--- config.mk ---
export PLATFORM = sky130hd
export DESIGN_NAME = id_hazard_ctrl_flat
export DESIGN_NICKNAME = d
export VERILOG_FILES = /design/src/rtl/id_hazard_ctrl_if.sv /design/src/rtl/id_hazard_ctrl.sv /design/src/flat_wrapper.sv
export SDC_FILE = /design/constraint.sdc
export NUM_CORES = 1
export LEC_CHECK = 0
export ABC_CLOCK_PERIOD_IN_PS = 3300
export BUFFER_PORTS_ARGS = -buffer_cell sky130_fd_sc_hd__buf_4
export CORE_MARGIN = 4
export CORE_UTILIZATION = 50
export DETAILED_ROUTE_END_ITERATION = 10
export HOLD_SLACK_MARGIN = 0.15
export PLACE_DENSITY = 0.81
export SKIP_LAST_GASP = 1
export SLEW_MARGIN = 5
export SYNTH_ARGS = -nofsm -noshare
export SYNTH_HDL_FRONTEND = slang
export SYNTH_SLANG_ARGS = --single-unit
--- constraint.sdc ---
create_clock -name clk -period 3.3 [get_ports clk]
set_input_delay 0.165 -clock clk [delete_from_list [all_inputs] [get_ports clk]]
set_output_delay 0.165 -clock clk [all_outputs]
set_load 0.05 [all_outputs]
--- src/rtl/id_hazard_ctrl_if.sv ---
// Decode-stage hazard control bundle: decode instruction fields and pipeline
// status in, pipeline register enables / flush / bubble / halt status out.
// Latency: none (wiring only). Backpressure: carried by the enable outputs.
//
// Ports (by modport):
//   master - the pipeline side: drives the decode instruction fields,
//            branch_taken and mem_stall; observes the control outputs.
//   slave  - the hazard controller: consumes the decode fields and status,
//            drives pc_en, ifid_en, ifid_flush, idex_en, idex_bubble_n,
//            halt_done.
interface id_hazard_ctrl_if;
  // Decode-stage instruction description
  logic       id_valid;
  logic [2:0] rd1_sel;
  logic [2:0] rd2_sel;
  logic       rd1_used;
  logic       rd2_used;
  logic [2:0] wr_sel;
  logic       RegWrite;
  logic       MemtoReg;
  logic       Halt;

  // Pipeline status from later stages
  logic       branch_taken;
  logic       mem_stall;

  // Pipeline control outputs
  logic       pc_en;
  logic       ifid_en;
  logic       ifid_flush;
  logic       idex_en;
  logic       idex_bubble_n;
  logic       halt_done;

  modport master (
    output id_valid, rd1_sel, rd2_sel, rd1_used, rd2_used,
           wr_sel, RegWrite, MemtoReg, Halt, branch_taken, mem_stall,
    input  pc_en, ifid_en, ifid_flush, idex_en, idex_bubble_n, halt_done
  );

  modport slave (
    input  id_valid, rd1_sel, rd2_sel, rd1_used, rd2_used,
           wr_sel, RegWrite, MemtoReg, Halt, branch_taken, mem_stall,
    output pc_en, ifid_en, ifid_flush, idex_en, idex_bubble_n, halt_done
  );
endinterface

--- src/rtl/id_hazard_ctrl.sv ---
// Decode-stage pipeline control: RAW/load-use stalls, branch flush, memory freeze, halt drain.
// Latency: all control outputs are combinational from inputs + state; state moves on rising clk.
// Backpressure: mem_stall freezes everything; hazards/drain hold PC and IF/ID and inject ID/EX bubbles.
//
// Ports:
//   clk   - sole clock, rising edge.
//   rst_n - asynchronous active-low reset.
//   ctl   - id_hazard_ctrl_if slave: decode instruction fields, branch_taken,
//           mem_stall in; pc_en, ifid_en, ifid_flush, idex_en, idex_bubble_n,
//           halt_done out.
// Parameter FORWARD: 1 = EX/MEM->EX forwarding exists, only load-use stalls;
//                    0 = stall on any RAW against the EX or MEM writer.
module id_hazard_ctrl #(
  parameter bit FORWARD = 1'b1
) (
  input  logic            clk,
  input  logic            rst_n,
  id_hazard_ctrl_if.slave ctl
);

  typedef enum logic [1:0] {
    ST_RUN    = 2'd0,
    ST_DRAIN  = 2'd1,
    ST_HALTED = 2'd2
  } state_t;

  // In-flight writer in EX; the load flag is only needed there because a
  // load's data becomes forwardable once it has left MEM's input.
  typedef struct packed {
    logic       v;
    logic [2:0] dest;
    logic       ld;
  } ex_slot_t;

  typedef struct packed {
    logic       v;
    logic [2:0] dest;
  } mem_slot_t;

  // HALT needs three more non-frozen edges to move from ID into WB.
  localparam logic [1:0] DRAIN_CYCLES = 2'd2;

  state_t    state_q, state_d;
  logic [1:0] cnt_q, cnt_d;
  ex_slot_t  ex_q, ex_d;
  mem_slot_t mem_q, mem_d;

  logic frozen;
  logic running;
  logic match_ex;
  logic match_mem;
  logic raw_hit;
  logic hazard;
  logic accept;

  // A source only counts when the instruction actually reads it; r0 is an
  // ordinary register here, so no special case for index 0.
  function automatic logic src_match(
    input logic       v,
    input logic [2:0] dest,
    input logic [2:0] r1,
    input logic       u1,
    input logic [2:0] r2,
    input logic       u2
  );
    return v & ((u1 & (r1 == dest)) | (u2 & (r2 == dest)));
  endfunction

  // ---------------------------------------------------------------------------
  // Hazard detection
  // ---------------------------------------------------------------------------
  always_comb begin
    frozen    = ctl.mem_stall;
    running   = (state_q == ST_RUN);
    match_ex  = src_match(ex_q.v, ex_q.dest, ctl.rd1_sel, ctl.rd1_used,
                          ctl.rd2_sel, ctl.rd2_used);
    match_mem = src_match(mem_q.v, mem_q.dest, ctl.rd1_sel, ctl.rd1_used,
                          ctl.rd2_sel, ctl.rd2_used);
    // With forwarding only a load still in EX lacks its data in time. The
    // write-back stage bypasses into the register file read, so no WB check.
    if (FORWARD) begin
      raw_hit = match_ex & ex_q.ld;
    end else begin
      raw_hit = match_ex | match_mem;
    end
    hazard = ctl.id_valid & raw_hit;
    accept = ctl.id_valid & ~frozen & ~ctl.branch_taken & running & ~hazard;
  end

  // ---------------------------------------------------------------------------
  // Scoreboard: mirrors the RegWrite/dest/load of what sits in EX and MEM.
  // Anything not accepted (stall, flush, drain, idle) enters EX as a bubble.
  // ---------------------------------------------------------------------------
  always_comb begin
    ex_d  = ex_q;
    mem_d = mem_q;
    if (!frozen) begin
      mem_d.v    = ex_q.v;
      mem_d.dest = ex_q.dest;
      ex_d.v     = ctl.RegWrite & accept;
      ex_d.dest  = ctl.wr_sel;
      ex_d.ld    = ctl.MemtoReg;
    end
  end

  always_ff @(posedge clk or negedge rst_n) begin
    if (!rst_n) begin
      ex_q  <= '0;
      mem_q <= '0;
    end else begin
      ex_q  <= ex_d;
      mem_q <= mem_d;
    end
  end

  // ---------------------------------------------------------------------------
  // Halt FSM: state register
  // ---------------------------------------------------------------------------
  always_ff @(posedge clk or negedge rst_n) begin
    if (!rst_n) begin
      state_q <= ST_RUN;
      cnt_q   <= 2'd0;
    end else begin
      state_q <= state_d;
      cnt_q   <= cnt_d;
    end
  end

  // ---------------------------------------------------------------------------
  // Halt FSM: next state. A frozen cycle does not move the HALT down the pipe,
  // so it must not advance the drain count either.
  // ---------------------------------------------------------------------------
  always_comb begin
    state_d = state_q;
    cnt_d   = cnt_q;
    if (!frozen) begin
      unique case (state_q)
        ST_RUN: begin
          // accept already excludes wrong-path HALTs squashed by a branch.
          if (accept && ctl.Halt) begin
            state_d = ST_DRAIN;
            cnt_d   = DRAIN_CYCLES;
          end
        end
        ST_DRAIN: begin
          if (cnt_q == 2'd0) begin
            state_d = ST_HALTED;
          end else begin
            cnt_d = cnt_q - 2'd1;
          end
        end
        ST_HALTED: begin
          state_d = ST_HALTED;
        end
        default: begin
          state_d = ST_RUN;
          cnt_d   = 2'd0;
        end
      endcase
    end
  end

  // ---------------------------------------------------------------------------
  // Halt FSM + hazard: outputs, in priority order
  //   mem_stall    : freeze every register, no bubble (ID/EX simply holds)
  //   branch_taken : fetch the target, flush IF/ID, squash decode into EX
  //   drain/halted : stop fetching, keep pushing bubbles so the pipe empties
  //   hazard       : hold PC and IF/ID, bubble into EX
  // ---------------------------------------------------------------------------
  always_comb begin
    ctl.pc_en         = 1'b1;
    ctl.ifid_en       = 1'b1;
    ctl.ifid_flush    = 1'b0;
    ctl.idex_en       = 1'b1;
    ctl.idex_bubble_n = 1'b1;
    if (frozen) begin
      ctl.pc_en   = 1'b0;
      ctl.ifid_en = 1'b0;
      ctl.idex_en = 1'b0;
    end else if (ctl.branch_taken) begin
      ctl.ifid_flush    = 1'b1;
      ctl.idex_bubble_n = 1'b0;
    end else if (!running || hazard) begin
      ctl.pc_en         = 1'b0;
      ctl.ifid_en       = 1'b0;
      ctl.idex_bubble_n = 1'b0;
    end
  end

  assign ctl.halt_done = (state_q == ST_HALTED);

endmodule

--- src/flat_wrapper.sv ---
// flat-port wrapper written by rule: the top's interface ports become plain ports
module id_hazard_ctrl_flat 
#(
  parameter bit FORWARD = 1'b1
)
  (clk, rst_n, ctl_id_valid, ctl_rd1_sel, ctl_rd2_sel, ctl_rd1_used, ctl_rd2_used, ctl_wr_sel, ctl_RegWrite, ctl_MemtoReg, ctl_Halt, ctl_branch_taken, ctl_mem_stall, ctl_pc_en, ctl_ifid_en, ctl_ifid_flush, ctl_idex_en, ctl_idex_bubble_n, ctl_halt_done);
  id_hazard_ctrl_if ctl_i ();
  input  logic clk;
  input  logic rst_n;
  input wire logic [$bits(ctl_i.id_valid)-1:0] ctl_id_valid;
  input wire logic [$bits(ctl_i.rd1_sel)-1:0] ctl_rd1_sel;
  input wire logic [$bits(ctl_i.rd2_sel)-1:0] ctl_rd2_sel;
  input wire logic [$bits(ctl_i.rd1_used)-1:0] ctl_rd1_used;
  input wire logic [$bits(ctl_i.rd2_used)-1:0] ctl_rd2_used;
  input wire logic [$bits(ctl_i.wr_sel)-1:0] ctl_wr_sel;
  input wire logic [$bits(ctl_i.RegWrite)-1:0] ctl_RegWrite;
  input wire logic [$bits(ctl_i.MemtoReg)-1:0] ctl_MemtoReg;
  input wire logic [$bits(ctl_i.Halt)-1:0] ctl_Halt;
  input wire logic [$bits(ctl_i.branch_taken)-1:0] ctl_branch_taken;
  input wire logic [$bits(ctl_i.mem_stall)-1:0] ctl_mem_stall;
  output wire logic [$bits(ctl_i.pc_en)-1:0] ctl_pc_en;
  output wire logic [$bits(ctl_i.ifid_en)-1:0] ctl_ifid_en;
  output wire logic [$bits(ctl_i.ifid_flush)-1:0] ctl_ifid_flush;
  output wire logic [$bits(ctl_i.idex_en)-1:0] ctl_idex_en;
  output wire logic [$bits(ctl_i.idex_bubble_n)-1:0] ctl_idex_bubble_n;
  output wire logic [$bits(ctl_i.halt_done)-1:0] ctl_halt_done;
  assign ctl_i.id_valid = ctl_id_valid;
  assign ctl_i.rd1_sel = ctl_rd1_sel;
  assign ctl_i.rd2_sel = ctl_rd2_sel;
  assign ctl_i.rd1_used = ctl_rd1_used;
  assign ctl_i.rd2_used = ctl_rd2_used;
  assign ctl_i.wr_sel = ctl_wr_sel;
  assign ctl_i.RegWrite = ctl_RegWrite;
  assign ctl_i.MemtoReg = ctl_MemtoReg;
  assign ctl_i.Halt = ctl_Halt;
  assign ctl_i.branch_taken = ctl_branch_taken;
  assign ctl_i.mem_stall = ctl_mem_stall;
  assign ctl_pc_en = ctl_i.pc_en;
  assign ctl_ifid_en = ctl_i.ifid_en;
  assign ctl_ifid_flush = ctl_i.ifid_flush;
  assign ctl_idex_en = ctl_i.idex_en;
  assign ctl_idex_bubble_n = ctl_i.idex_bubble_n;
  assign ctl_halt_done = ctl_i.halt_done;
  id_hazard_ctrl #(.FORWARD(FORWARD)) u_core (.clk(clk), .rst_n(rst_n), .ctl(ctl_i));
endmodule
* Word-level counts from Yosys, hierarchy flattened
Cells that the tools add are included.
Word-level totals: bits in registers 9, output and inout bits 6, word-level logic and storage cells 49
Cells by class: add/sub/neg operators 1, equality and inequality tests 7, mux-type cells 14, bitwise logic cells 15, reductions and logical operators 7
Operators with widths (number):
- $pmux 2 s3 | 2
- $and 1x1->1 | 10
- $mux 1 | 8
- $mux 2 | 4
- $eq 3x3->1 | 2
- $logic_not 2->1 | 2
- $ne 2x2->1 const B | 2
- $not 1->1 | 4
- $reduce_and 4->1 | 1
- $reduce_and 3->1 | 1
- $eq 2x1->1 const B | 1
- $eq 2x2->1 const B | 1
- $ne 2x1->1 const B | 1
- $sub 2x1->2 const B | 1
- $logic_and 1x1->1 | 1
- $logic_not 1->1 | 1
- $logic_or 1x1->1 | 1
- $or 1x1->1 | 1

* Longest topological paths before layout
word-level depth 11, mapped depth 6, gate-level depth less buffers 6

* Least setup slack after synthesis
Ideal clock, no wire load.
path type input to output, start point in ctl_mem_stall, end point out ctl_pc_en, data arrival time 1.999 ns, data required time 3.135 ns, setup slack 1.136 ns, stages 5, path through clkbuf_1 inv_1 nand2_1 o22ai_1 buf_4
Between the ends: word-level cells in the longest chain between the ends 1
Ends and longest elaborated chain:
- start: declaration | line flat_wrapper.sv:20 | input wire logic [$bits(ctl_i.mem_stall)-1:0] ctl_mem_stall;
- $mux 1
- end: declaration | line flat_wrapper.sv:21 | output wire logic [$bits(ctl_i.pc_en)-1:0] ctl_pc_en;
No other way between the ends.

* Worst setup path after layout
start point reg u_core.ex_q[1] (netlist name), end point out ctl_pc_en
Between the ends: word-level cells in the longest chain between the ends 10, elaborated cells on any way between the ends 12, classes of those cells eq/ne: 2; mux: 3; bitwise: 6; reduce/logical: 1
Ends and longest elaborated chain:
- start: declaration | line id_hazard_ctrl.sv:45 | ex_slot_t ex_q, ex_d;
- start signal: assignment | line id_hazard_ctrl.sv:108 | ex_q <= '0;
- start signal: assignment | line id_hazard_ctrl.sv:111 | ex_q <= ex_d;
- $eq 3x3->1 | line id_hazard_ctrl.sv:66 | return v & ((u1 & (r1 == dest)) | (u2 & (r2 == dest)));
- $and 1x1->1 | line id_hazard_ctrl.sv:66
- $or 1x1->1 * | line id_hazard_ctrl.sv:66
- $and 1x1->1 * | line id_hazard_ctrl.sv:66
- $and 1x1->1 * | line id_hazard_ctrl.sv:82 | raw_hit = match_ex & ex_q.ld;
- $and 1x1->1 * | line id_hazard_ctrl.sv:86 | hazard = ctl.id_valid & raw_hit;
- $logic_or 1x1->1 * | line id_hazard_ctrl.sv:183 | end else if (!running || hazard) begin
- $mux 1 * | line id_hazard_ctrl.sv:183
- $mux 1 * | line id_hazard_ctrl.sv:180 | end else if (ctl.branch_taken) begin
- $mux 1 * | line id_hazard_ctrl.sv:176 | if (frozen) begin
Every way passes the cells marked *; elsewhere a longest branch is shown, timed or not.

==> reports/summary.md <==
Yosys printed 0 warnings. For this run, the leading register cell type out of synthesis is sky130_fd_sc_hd__dfrtp_1. At the pin with the least slew margin, the transition time is 0.280 ns. The run finished with clean final reports. After synthesis, the cell types taking the most area are sky130_fd_sc_hd__dfrtp_1 (34%), sky130_fd_sc_hd__xnor2_1 (8.0%), sky130_fd_sc_hd__ha_1 (7.6%). The tools report the maximum vdd ir drop as 0.451 mV. For this design the top-level I/O count stands at 25.

The number of levels the H-tree was split into came out at 1. The first detailed-routing pass took 4 iterations. The tools report the total global routing overflow as 0. Nature of the critical path endpoint: a primary output.

The tools report the reg-to-reg critical path endpoint as u_core.state_q[1]. In the final routed layout, each cell accounts on average for 13.2 um. The worst clock skew was 0.00145 ns. The tools report the max-slew violation count as 0.

Counting flops with a built-in enable in the synthesized netlist gives 0. 0 antenna diodes ended up in the layout. Counting flops and latches in the post-synthesis netlist gives 9.

Destination of the worst hold path: u_core.ex_q[4]. The netlist uses 29 different library cells. After detailed routing, the number of remaining DRC violations is 0. The number of cells on the worst reg-to-reg path is 6.

Summed over all cells, the static leakage comes to 0.423 nW. The later-pin clock latency in the skew report was 0.26 ns; the clock buffer count from CTS was 3. The biggest area contributor in the post-synthesis netlist is sky130_fd_sc_hd__dfrtp_1. After synthesis, the most frequently instantiated cells are sky130_fd_sc_hd__dfrtp_1 (9), sky130_fd_sc_hd__inv_1 (7), sky130_fd_sc_hd__xnor2_1 (6), sky130_fd_sc_hd__nor2_1 (5). Setup violations remaining at the end of the flow were counted as 0. The first global-routing pass estimated 2.52 mm of wire. The post-synthesis net count is 91, and the clock transition at the registers of the reported paths is 0.06 ns. The combinational power share was 57.2%. Setup repair after global routing left no endpoint under its margin. Start-to-end type of the worst setup path: register to primary output. The routed design uses 676 um of met2 wire. The internal portion of the total power is 0.318 mW. For this run, the total global-route usage over all layers was measured as 17.3%.

The power per unit of standard cell area is 633 mW/mm^2. Row generation in the floorplan step produced 12 rows. The worst register-to-register path has a setup slack of 1.66 ns. Summing over every cut layer, the via total after detailed routing is 597.

The critical path data required time was 3.13 ns. The post-place setup slack was 1.67 ns. The run gives 90 as the fill cell total of the finished layout. Die outline width: 44.2 um. Of the total power, the clock network draws 14.1%. The wire-length estimate of the detail-placed layout is 1.17 mm. Static timing analysis puts the maximum clock frequency at 517 MHz. The mapped netlist covers 656 sq um. Of the total power, the share spent switching nets is 45.5%.

The die covers 0.00195 sq mm. In the post-synthesis netlist, the cell with the most instances is sky130_fd_sc_hd__dfrtp_1. The DRC violation total after the first TritonRoute iteration came out at 25. The detailed router used layers up to and including met4.

The tree is rooted in a sky130_fd_sc_hd__clkbuf_4. For the setup TNS after final layout, the log shows 0 ns. The count of nets left with antenna violations once routing finished came out at 0. The vertical die dimension was 44.2 um. The logs give 0 for the final count of hold timing violations and 113 for the final non-filler cell total. Maximum fanout count along the critical path: 5. Category of the worst setup path launch point: a register. Number of port buffers: 24. The number of nets at the end of the flow is 123.

The reg-to-reg critical path startpoint is u_core.state_q[1]. The number of global-route vias before repair is 573. The detailed-routed wire length on met3 was 99 um; the number of maximum-capacitance violations was 0.

At the worst endpoint, the arrival time is 1.77 ns. The share of total power dissipated in sequential elements is 28.7%. The average instance in the mapped netlist occupies 9.64 sq um. Counting I/O delays and the setup requirement, the final critical path takes 1.93 ns. Summed over its instances, the top area cell type makes up 34.4% of the synthesized netlist area. The longest clock path from root to sink contains 2 buffers.

The tools report the wire length the detailed router placed on met1 as 679 um. For the placed cell count, the log shows 104. Post-detailed-route via-to-cell ratio: 5.28. The fraction of the cycle the final worst path needs came out at 58.6%. The number of antenna violations at the first check in global routing came out at 0.

The number of instances in the synthesized netlist was 68; the floorplan core area was 0.00117 sq mm. The clock sink total is 9. For this run, asynchronously set or reset flops after synthesis account for 100%.

The tools report the total routed wirelength as 1.49 mm. In this run the most critical hold path is launched from ctl_RegWrite. TritonCTS built the clock tree. The global placer's final weighted congestion is 0.833, and the number of instances on the worst hold path is 3. The initial utilization of the core area, before any placement, comes to 56.0%. The area growth from synthesis to final layout works out to 40.3%. The path class of the lowest-slack min-delay path was primary input to register. Across all setup checks in the final design, the least slack found is 1.37 ns. The total net switching power was 0.265 mW; the post-cts gate resize count was 0. In the final layout, the share of cells above drive strength 1 is 36.4%. The pin count of the biggest net entering global routing was 13; the worst slew margin relative to its limit was 81.3%. The run gives 34.4% as the sequential area share after synthesis.
layout by cell type, fill, tap and decap left out, drive strengths merged:
cell type,instances
and2,1
a211o,2
xnor2,6
o22ai,1
buf,24
a221oi,1
nor3,2
clkbuf,3
a21oi,3
nand3,1
a32oi,2
mux2,5
dlygate4sd3,5
nor2,5
o32ai,1
inv,7
clkinv,1
nand3b,1
nor4,1
dfrtp,9
nand4,3
o21ai,3
nand4bb,1
nand2,4
ha,4
nor2b,2
and3,1
worst max-delay path by stage:
| stage | endpoint | start | depth (start not counted) |
|---|---|---|---|
| 2_1_floorplan | ctl_pc_en | ctl_mem_stall | 5 |
| 3_3_place_gp | u_core.state_q[1] | u_core.state_q[1] | 6 |
| 3_5_place_dp | u_core.state_q[1] | u_core.state_q[1] | 6 |
| 4_1_cts | ctl_pc_en | u_core.ex_q[2] | 5 |
| 5_1_grt | ctl_pc_en | u_core.ex_q[2] | 5 |
| 6_report | ctl_pc_en | u_core.ex_q[1] | 5 |
power by group through the flow:
stage,Clock (mW),Combinational [mW],Sequential [mW]
2_1_floorplan,0,0.247,0.163
3_3_place_gp,0,0.323,0.167
3_5_place_dp,0,0.327,0.170
4_1_cts,0.0857,0.335,0.167
5_1_grt,0.0935,0.368,0.173
6_report,0.0820,0.333,0.167
metrics by stage:
| stage | instance area (sq um) | hold WS (ns) | power [mW] | util (%) |
|---|---|---|---|---|
| 6_report | 920 | 0.236 | 0.583 | 78.5 |
| 5_1_grt | 920 | 0.257 | 0.634 | 78.5 |
| 4_1_cts | 920 | 0.236 | 0.588 | 78.5 |
| 3_5_place_dp | 842 | -0.00850 | 0.497 | 71.9 |
| 3_3_place_gp | 842 | -0.00977 | 0.490 | 71.9 |
| 2_1_floorplan | 656 | -0.131 | 0.409 | - |
routing by layer:
| layer | GRT usage [%] | vias to the layer above |
|---|---|---|
| li1 | - | 310 |
| met1 | 25.1 | 263 |
| met2 | 25.6 | 20 |
| met3 | 2.44 | 4 |
| met4 | 7.23 | 0 |
| met5 | 0 | - |
cell families (layout without fill, tap and decap cells):
family / count (synthesis) / in the layout / synth area share, %
AND/OR/NAND/NOR: 22 / 22 / 21.4
AO/OA/AOI/OAI: 13 / 13 / 14.3
flip-flops: 9 / 9 / 34.4
buffers and inverters: 9 / 40 / 5.73
XOR/XNOR: 6 / 6 / 8.02
multiplexers: 5 / 5 / 8.59
adder cells (fa/ha/maj): 4 / 4 / 7.63
layout make-up:
class | count | area [sq um] | share of cell area, %
Clock buffer | 3 | 22.5 | 2.45
Clock inverter | 1 | 5.00 | 0.544
Inverter | 7 | 26.3 | 2.86
Multi-Input combinational cell | 50 | 393 | 42.7
Sequential cell | 9 | 225 | 24.5
Tap cell | 14 | 17.5 | 1.90
Timing Repair Buffer | 29 | 230 | 25.0
critical path, stage by stage (launching register included):
cell	delay [ns]
sky130_fd_sc_hd__dfrtp_1	0.41
sky130_fd_sc_hd__xnor2_1	0.18
sky130_fd_sc_hd__nand4_1	0.22
sky130_fd_sc_hd__a21oi_1	0.32
sky130_fd_sc_hd__o22ai_1	0.16
sky130_fd_sc_hd__buf_4	0.22
state kept, by name (all words and copies together) (netlist names):
name            count
u_core.ex_q         5
u_core.state_q      2
u_core.cnt_q        2
what timing repair did:
item,4_1_cts,5_1_grt
buffers inserted,0,0
hold buffers,5,0
endpoints found under the hold margin,13,0
endpoints found under the setup margin,0,0
(Power assumes the default switching activity.)
